<file path="config.mk">
export PLATFORM = sky130hd
export DESIGN_NAME = ps2_frame_rx
export DESIGN_NICKNAME = d
export VERILOG_FILES = /design/src/rtl/ps2_frame_rx_pkg.sv /design/src/rtl/ps2_sync_filter.sv /design/src/rtl/ps2_frame_rx.sv
export SDC_FILE = /design/constraint.sdc
export NUM_CORES = 1
export LEC_CHECK = 0
export CORE_ASPECT_RATIO = 0.6
export CORE_MARGIN = 2
export CORE_UTILIZATION = 57
export CTS_CLUSTER_SIZE = 25
export DETAILED_ROUTE_END_ITERATION = 8
export GPL_TIMING_DRIVEN = 0
export PLACE_DENSITY = 0.82
export SYNTH_ARGS = -nofsm -noshare
export SYNTH_HDL_FRONTEND = slang
export SYNTH_SLANG_ARGS = --single-unit
export TNS_END_PERCENT = 10
</file>
<file path="constraint.sdc">
create_clock -name sysclk -period 4.7 [get_ports sysclk]
set_clock_uncertainty 0.05 [all_clocks]
set_input_delay 0.94 -clock sysclk [delete_from_list [all_inputs] [get_ports sysclk]]
set_output_delay 0.94 -clock sysclk [all_outputs]
set_load 0.01 [all_outputs]
</file>
<file path="src/rtl/ps2_frame_rx_pkg.sv">
// Shared types and constants for the PS/2 frame receiver.
package ps2_pkg;

    typedef enum logic [1:0] {
        IDLE = 2'd0,
        DATA = 2'd1,
        PRTY = 2'd2,
        STOP = 2'd3
    } state_e;

    localparam int PAR_NONE = 0;
    localparam int PAR_ODD  = 1;
    localparam int PAR_EVEN = 2;

    localparam int ERR_START   = 0;
    localparam int ERR_PARITY  = 1;
    localparam int ERR_STOP    = 2;
    localparam int ERR_TIMEOUT = 3;

endpackage

</file>
<file path="src/rtl/ps2_sync_filter.sv">
// Synchronises ps2_clk/ps2_dat, debounces the clock line and emits a strobe
// on each filtered falling edge of the clock.
module ps2_sync_filter #(
    parameter int SYNC_STAGES = 2,
    parameter int FILTER_LEN  = 4
) (
    input  logic clk_i,
    input  logic rst_i,
    input  logic ps2_clk_i,
    input  logic ps2_dat_i,
    output logic dat_o,
    output logic fall_o
);

    localparam int FW = (FILTER_LEN > 1) ? $clog2(FILTER_LEN) : 1;

    logic [SYNC_STAGES-1:0] clk_sync_q;
    logic [SYNC_STAGES-1:0] dat_sync_q;
    logic                   filt_q;
    logic                   filt_d;
    logic                   prev_q;
    logic [FW-1:0]          fcnt_q;
    logic [FW-1:0]          fcnt_d;
    logic                   clk_s;

    assign clk_s = clk_sync_q[SYNC_STAGES-1];

    // Synchroniser chains, filtered level and its one-cycle delayed copy
    always_ff @(posedge clk_i) begin
        if (rst_i) begin
            clk_sync_q <= {SYNC_STAGES{1'b1}};
            dat_sync_q <= {SYNC_STAGES{1'b1}};
            filt_q     <= 1'b1;
            prev_q     <= 1'b1;
            fcnt_q     <= {FW{1'b0}};
        end else begin
            clk_sync_q <= {clk_sync_q[SYNC_STAGES-2:0], ps2_clk_i};
            dat_sync_q <= {dat_sync_q[SYNC_STAGES-2:0], ps2_dat_i};
            filt_q     <= filt_d;
            prev_q     <= filt_q;
            fcnt_q     <= fcnt_d;
        end
    end

    // Level only flips after FILTER_LEN consecutive differing samples
    always_comb begin
        filt_d = filt_q;
        fcnt_d = fcnt_q;
        if (clk_s == filt_q) begin
            fcnt_d = {FW{1'b0}};
        end else if (fcnt_q == FW'(FILTER_LEN - 1)) begin
            filt_d = clk_s;
            fcnt_d = {FW{1'b0}};
        end else begin
            fcnt_d = fcnt_q + 1'b1;
        end
    end

    assign dat_o  = dat_sync_q[SYNC_STAGES-1];
    assign fall_o = prev_q & ~filt_q;

endmodule

</file>
<file path="src/rtl/ps2_frame_rx.sv">
// PS/2 frame receiver: start, DATA_BITS LSB-first, optional parity, stop.
// Optional abort of stalled frames when PS2_RX_TIMEOUT_EN is defined.
module ps2_frame_rx
    import ps2_pkg::*;
#(
    parameter int DATA_BITS   = 8,
    parameter int PARITY      = 1,
    parameter int SYNC_STAGES = 2,
    parameter int FILTER_LEN  = 4,
    parameter int TIMEOUT_CYC = 2000
) (
    input  logic                 sysclk,
    input  logic                 reset,
    input  logic                 ps2_clk,
    input  logic                 ps2_dat,
    output logic [DATA_BITS-1:0] rx_word,
    output logic                 rx_valid,
    input  logic                 rx_ready,
    output logic [3:0]           err,
    output logic                 overrun
);

    localparam int CW = $clog2(DATA_BITS + 1);

    state_e                 state_q, state_d;
    logic [CW-1:0]          bit_cnt_q, bit_cnt_d;
    logic [DATA_BITS-1:0]   shreg_q, shreg_d;
    logic [DATA_BITS-1:0]   word_q, word_d;
    logic                   acc_q, acc_d;
    logic                   perr_q, perr_d;
    logic                   valid_q, valid_d;
    logic                   ovr_q, ovr_d;
    logic [3:0]             err_q, err_d;
    logic                   good_s;
    logic                   dat_s;
    logic                   fall_s;
    logic                   tmo_hit_s;

    ps2_sync_filter #(
        .SYNC_STAGES (SYNC_STAGES),
        .FILTER_LEN  (FILTER_LEN)
    ) u_sync_filter (
        .clk_i     (sysclk),
        .rst_i     (reset),
        .ps2_clk_i (ps2_clk),
        .ps2_dat_i (ps2_dat),
        .dat_o     (dat_s),
        .fall_o    (fall_s)
    );

`ifdef PS2_RX_TIMEOUT_EN
    localparam int TW = $clog2(TIMEOUT_CYC + 1);
    logic [TW-1:0] tmo_q, tmo_d;

    // Idle-line counter: cleared by any edge and whenever no frame is open
    always_comb begin
        tmo_d     = tmo_q;
        tmo_hit_s = 1'b0;
        if (state_q == IDLE || fall_s) begin
            tmo_d = {TW{1'b0}};
        end else if (tmo_q == TW'(TIMEOUT_CYC - 1)) begin
            tmo_hit_s = 1'b1;
            tmo_d     = {TW{1'b0}};
        end else begin
            tmo_d = tmo_q + 1'b1;
        end
    end

    // Timeout counter register
    always_ff @(posedge sysclk) begin
        if (reset) begin
            tmo_q <= {TW{1'b0}};
        end else begin
            tmo_q <= tmo_d;
        end
    end
`else
    assign tmo_hit_s = 1'b0;
`endif

    // Frame decoder; a parity mismatch is only recorded so framing survives
    always_comb begin
        state_d   = state_q;
        bit_cnt_d = bit_cnt_q;
        shreg_d   = shreg_q;
        acc_d     = acc_q;
        perr_d    = perr_q;
        err_d     = 4'b0000;
        good_s    = 1'b0;
        if (tmo_hit_s) begin
            state_d            = IDLE;
            err_d[ERR_TIMEOUT] = 1'b1;
        end else if (fall_s) begin
            case (state_q)
                IDLE: begin
                    if (!dat_s) begin
                        state_d   = DATA;
                        bit_cnt_d = {CW{1'b0}};
                        acc_d     = (PARITY == PAR_ODD) ? 1'b1 : 1'b0;
                        perr_d    = 1'b0;
                    end else begin
                        err_d[ERR_START] = 1'b1;
                    end
                end
                DATA: begin
                    shreg_d   = {dat_s, shreg_q[DATA_BITS-1:1]};
                    acc_d     = acc_q ^ dat_s;
                    bit_cnt_d = bit_cnt_q + 1'b1;
                    if (bit_cnt_q == CW'(DATA_BITS - 1)) begin
                        state_d = (PARITY == PAR_NONE) ? STOP : PRTY;
                    end else begin
                        state_d = DATA;
                    end
                end
                PRTY: begin
                    perr_d  = (dat_s != acc_q);
                    state_d = STOP;
                end
                STOP: begin
                    state_d = IDLE;
                    if (!dat_s) begin
                        err_d[ERR_STOP] = 1'b1;
                    end else if (perr_q) begin
                        err_d[ERR_PARITY] = 1'b1;
                    end else begin
                        good_s = 1'b1;
                    end
                end
                default: begin
                    state_d = IDLE;
                end
            endcase
        end else begin
            state_d = state_q;
        end
    end

    // Holding register: a full, unaccepted word is never overwritten
    always_comb begin
        word_d  = word_q;
        valid_d = valid_q;
        ovr_d   = 1'b0;
        if (good_s) begin
            if (valid_q && !rx_ready) begin
                ovr_d = 1'b1;
            end else begin
                word_d  = shreg_q;
                valid_d = 1'b1;
            end
        end else if (valid_q && rx_ready) begin
            valid_d = 1'b0;
        end else begin
            valid_d = valid_q;
        end
    end

    // Decoder and output registers
    always_ff @(posedge sysclk) begin
        if (reset) begin
            state_q   <= IDLE;
            bit_cnt_q <= {CW{1'b0}};
            shreg_q   <= {DATA_BITS{1'b0}};
            acc_q     <= 1'b0;
            perr_q    <= 1'b0;
            word_q    <= {DATA_BITS{1'b0}};
            valid_q   <= 1'b0;
            ovr_q     <= 1'b0;
            err_q     <= 4'b0000;
        end else begin
            state_q   <= state_d;
            bit_cnt_q <= bit_cnt_d;
            shreg_q   <= shreg_d;
            acc_q     <= acc_d;
            perr_q    <= perr_d;
            word_q    <= word_d;
            valid_q   <= valid_d;
            ovr_q     <= ovr_d;
            err_q     <= err_d;
        end
    end

    assign rx_word  = word_q;
    assign rx_valid = valid_q;
    assign err      = err_q;
    assign overrun  = ovr_q;

endmodule

</file>
## Word level (Yosys, flattened, before mapping)

Cells that the tools add are included.

- Flip-flop bits (word level): 38
- Logic and storage cells: 77

- Add/subtract/negate cells: 2
- Equality and inequality tests: 9
- Mux-type cells: 20
- Bitwise logic cells: 10
- Reduce and logical (&&, ||, !) cells: 19

Operators with widths:

| kind | count |
|---|---|
| $mux 1 | 13 |
| $reduce_and 2->1 | 5 |
| $reduce_or 3->1 | 3 |
| $not 1->1 | 8 |
| $pmux 2 s4 | 1 |
| $pmux 4 s2 | 1 |
| $eq 2x2->1 const B | 3 |
| $reduce_and 3->1 | 2 |
| $reduce_bool 2->1 | 3 |
| $add 4x1->4 const B | 1 |
| $eq 4x3->1 const B | 1 |
| $mux 2 | 2 |
| $mux 4 | 1 |
| $ne 2x2->1 const B | 2 |
| $pmux 1 s2 | 2 |
| $reduce_or 4->1 | 1 |
| $add 2x1->2 const B | 1 |
| $eq 2x1->1 const B | 1 |
| $logic_and 1x1->1 | 2 |
| $logic_not 2->1 | 1 |
| $reduce_or 2->1 | 1 |
| $and 1x1->1 | 1 |
| $eq 1x1->1 | 1 |
| $logic_not 1->1 | 1 |
| 2 further kinds | 2 |

## Longest topological paths before layout

- Depth in word-level cells: 6
- Mapped depth: 5
- Gate-level depth less buffers: 4

## By module

From an unflattened synthesis, not the netlist that was laid out.

- Cells, all modules: 150
- Area, all modules: 1487.7 µm²

By module, submodules not included:

| module | times used | cells an instance | area an instance (µm²) | sequential area each (µm²) |
|---|---|---|---|---|
| ps2_frame_rx | 1 | 130 | 1229.9 | 580.6 |
| ps2_sync_filter | 1 | 20 | 257.7 | 160.2 |

## Least setup slack after synthesis

OpenSTA, ideal clock, no wires.

- Path type: input to register
- Start point: input rx_ready
- End point: register word_q[0] (netlist: rx_word[0])
- Setup time: 0.072 ns
- Arrival: 1.684 ns
- Data required time: 4.578 ns
- Path slack: 2.894 ns
- Stages on the path: 4
- Path buffers: 1
- Cells stage by stage: nand2b_1 nor4b_1 buf_2 mux2i_1

- Cells in the longest elaborated chain, start to end: 4

RTL lines:

| item | line | RTL |
|---|---|---|
| start: declaration | ps2_frame_rx.sv:18 | `input logic rx_ready,` |
| $logic_not 1->1 | ps2_frame_rx.sv:144 | `if (valid_q && !rx_ready) begin` |
| $logic_and 1x1->1 | ps2_frame_rx.sv:144 |  |
| $not 1->1 (no line) | -- |  |
| $reduce_and 2->1 (no line) | -- |  |
| end signal: assignment | ps2_frame_rx.sv:165 | `word_q <= {DATA_BITS{1'b0}};` |
| end signal: assignment | ps2_frame_rx.sv:175 | `word_q <= word_d;` |
| end: declaration | ps2_frame_rx.sv:28 | `logic [DATA_BITS-1:0] word_q, word_d;` |

Every way passes these cells.
A chain may end at the register's enable or synchronous reset.

==> impl_metrics.json <==
{
  "synth_edf_count": 0,
  "critPathCapture": "rx_word[1]",
  "yosysMostFrequentCell": "dfxtp_1",
  "grt_overflow_total": 0,
  "fin_util_pct": 70.71,
  "cp_num_cells": 5,
  "cp_max_fo": 10,
  "synth_cell_types": 31,
  "synth.area.top_cells": "dfxtp_1 (52%), nand2_1 (7.8%), mux2i_1 (6.3%)",
  "period_minus_slack_ns": 2.240,
  "path_cells": "clkdlybuf4s50_1 -> clkinv_1 -> clkbuf_1 -> nand2_1 -> mux2i_1",
  "rsz0062_at_grt": "false",
  "power.leakage_nw": 0.5681,
  "syn_nets": 167,
  "drv_cap": 0,
  "grt_max_degree": 11,
  "diodes": 0,
  "p_per_area_nw_per_um2": 317.1,
  "setup_viol": 0,
  "synthTopCellsByCount": "dfxtp_1 (37), nand2_1 (30), a21oi_1 (17)",
  "clock-root-buffer": "clkbuf_8",
  "worstSetupStartpoint": "reset",
  "min_path_type": "flip-flop to flip-flop",
  "cts_made_buffers": 5,
  "drc": 0,
  "max_stage_delay_ns": 0.56,
  "first_global_vias": 1077,
  "finalSetupTns_ns": 0,
  "ys_ff_latch": 37,
  "first_pass_iters": 4,
  "cp-end-kind": "flip-flop",
  "dpl.cell_count": 209,
  "die_area_sq_um": 2953,
  "arrival_ns": 2.36,
  "layout.nets": 191,
  "die_x_microns": 68.84,
  "cts_tree": "built",
  "post-dp-hpwl_mm": 2.080,
  "num_io_pins": 19,
  "status": "complete, no violations",
  "drive_gt1_share_pct": 9.783,
  "async_flop_share_pct": 0,
  "r2r_slack_ns": 2.99,
  "wl_mm": 3.049,
  "r2r-end": "rx_word[6]",
  "dieHeight_microns": 42.90,
  "yosys_warnings": 0,
  "crit_family": "buffers and inverters",
  "holdWs_ns": 0.3752,
  "avgRoutedWirePerCell_microns": 14.12,
  "fmax_mhz": 446.5,
  "fp.coreArea_sq_um": 2452,
  "syn_to_final_growth_pct": 20.63,
  "syn_area_per_cell_sq_um": 8.985,
  "vias_per_cell": 5.556,
  "initial_core_util_pct": 58.62,
  "yosysSeqAreaShare_pct": 51.52,
  "num_rows": 14,
  "portBuffers": 17,
  "hold_viol_final": 0,
  "crit_path_start_kind": "input pin",
  "clk_path_buf_depth": 2,
  "antenna_found_initial": 0,
  "layout_setup_ws_ns": 2.460,
  "grt_util_all_layers_pct": 22.85,
  "cp_data_required_time_ns": 4.82,
  "path_class": "input pin to flip-flop",
  "fin_crit_sh_pct": 47.65,
  "ir_worst_vdd_uv": 181.3,
  "cts-resized-gates": 0,
  "cts_hold_buffers": 0,
  "yosysTopAreaCell": "dfxtp_1",
  "rr_startpoint": "u_sync_filter.dat_sync_q[1]",
  "syn-cell-area_sq_um": 1438,
  "dpl_worst_slack_ns": 2.127,
  "gp_congestion": 0.8310,
  "slew_violations": 0,
  "postRouteAntennaNets": 0,
  "synth_top_flop_cell": "dfxtp_1",
  "final_cells": 216,
  "clk_latency_ns": 0.28,
  "cts_setup_buffers": 0,
  "clkTransAtPathRegs_ns": 0.07,
  "cts_sinks": 37,
  "htree_levels": 2,
  "critPathBufInv": 3,
  "grt_first_pass_wirelength_mm": 4.871,
  "synthCells": 160,
  "worstRegToRegCells": 5,
  "vias": 1200,
  "critPathSlowestCell": "clkdlybuf4s50_1",
  "drt-initial-drc-count": 69,
  "yosysTopAreaCellShare_pct": 51.52
}
-- cell usage in the layout, fill, tap and decap left out, types with 2 or more instances in the layout --
master            n
dfxtp_1          37
a21oi_1          17
clkdlybuf4s50_1  17
or4_1             2
clkbuf_8          6
nor2_1            3
clkbuf_1          8
buf_2             2
mux2i_1           9
ha_1              2
o31ai_1           3
or2_2             7
or3_1             3
nand3b_1          2
inv_1             4
nand2_1          30
xnor2_1           2
o21ai_0          11
nor4b_1           2
nand2b_1          3
nor3_1            2
-- metal layers --
layer / track usage, % / vias to the layer above / share of wire, %
met3: 6.631 / 7 / 6.4
li1: - / 589 / -
met4: 7.059 / 0 / 0.92
met2: 36.35 / 39 / 47
met5: 0 / - / 0
met1: 30.00 / 565 / 45
-- worst min path at each step --
| stage | depth (start not counted) | from | end | slack [ns] |
|---|---|---|---|---|
| 2_1_floorplan | 1 | u_sync_filter.clk_sync_q[0] | u_sync_filter.clk_sync_q[1] | 0.34 |
| 3_3_place_gp | 1 | u_sync_filter.clk_sync_q[0] | u_sync_filter.clk_sync_q[1] | 0.34 |
| 3_5_place_dp | 1 | u_sync_filter.clk_sync_q[0] | u_sync_filter.clk_sync_q[1] | 0.36 |
| 4_1_cts | 1 | u_sync_filter.fcnt_q[0] | u_sync_filter.fcnt_q[0] | 0.38 |
| 5_1_grt | 1 | u_sync_filter.clk_sync_q[0] | u_sync_filter.clk_sync_q[1] | 0.39 |
| 6_report | 1 | u_sync_filter.fcnt_q[0] | u_sync_filter.fcnt_q[0] | 0.38 |
-- through the flow --
stage,power [mW],instance area (sq um)
2_1_floorplan,0.3326,1438
3_3_place_gp,0.3391,1648
3_5_place_dp,0.3400,1648
4_1_cts,0.5538,1734
5_1_grt,0.5675,1734
6_report,0.5499,1734
-- where the power goes --
part | internal (mW) | total, mW | switching (mW)
Combinational | 0.00671 | 0.0169 | 0.0102
Clock | 0.116 | 0.217 | 0.101
Sequential | 0.315 | 0.316 | 0.000708
Total | 0.438 | 0.550 | 0.112
-- final cells by class --
type                       instances  area [sq um]
timing repair buffer              17         170.2
inverter                           5         18.77
tap                               32         40.04
clock buffer                       7         86.33
buffer                            10         43.79
fill                             218         718.2
multi-input combinational        108         634.4
sequential                        37         740.7
-- flip-flops by register name, indices dropped and copies added, names as in the netlist, named ones only --
| register | count |
|---|---|
| u_sync_filter.clk_sync_q | 2 |
| u_sync_filter.fcnt_q | 2 |
| u_sync_filter.prev_q | 1 |
| u_sync_filter.dat_sync_q | 2 |
| perr_q | 1 |
| err | 3 |
| state_q | 1 |
| rx_word | 8 |
| u_sync_filter.filt_q | 1 |
| rx_valid | 1 |
| overrun | 1 |
| shreg_q | 8 |
| acc_q | 1 |
| bit_cnt_q | 4 |
-- worst reg2reg max path: stages, from the launching register on --
cell and delay (ns):
dfxtp_1 0.31, clkbuf_1 0.33, nand2_1 0.15, nor4b_1 0.25
buf_2 0.32, mux2i_1 0.22
-- cell families after synthesis --
family | Yosys count | synth area share, %
buffers and inverters | 15 | 4.352
AOI/OAI and AO/OA | 33 | 12.53
other | 1 | 0.2608
muxes | 9 | 6.267
DFF | 37 | 51.52
adders and majority gates | 2 | 1.740
and+or+nand+nor | 61 | 22.11
xor gates and xnor gates | 2 | 1.219
No activity file was read; power rests on OpenSTA's default activity.
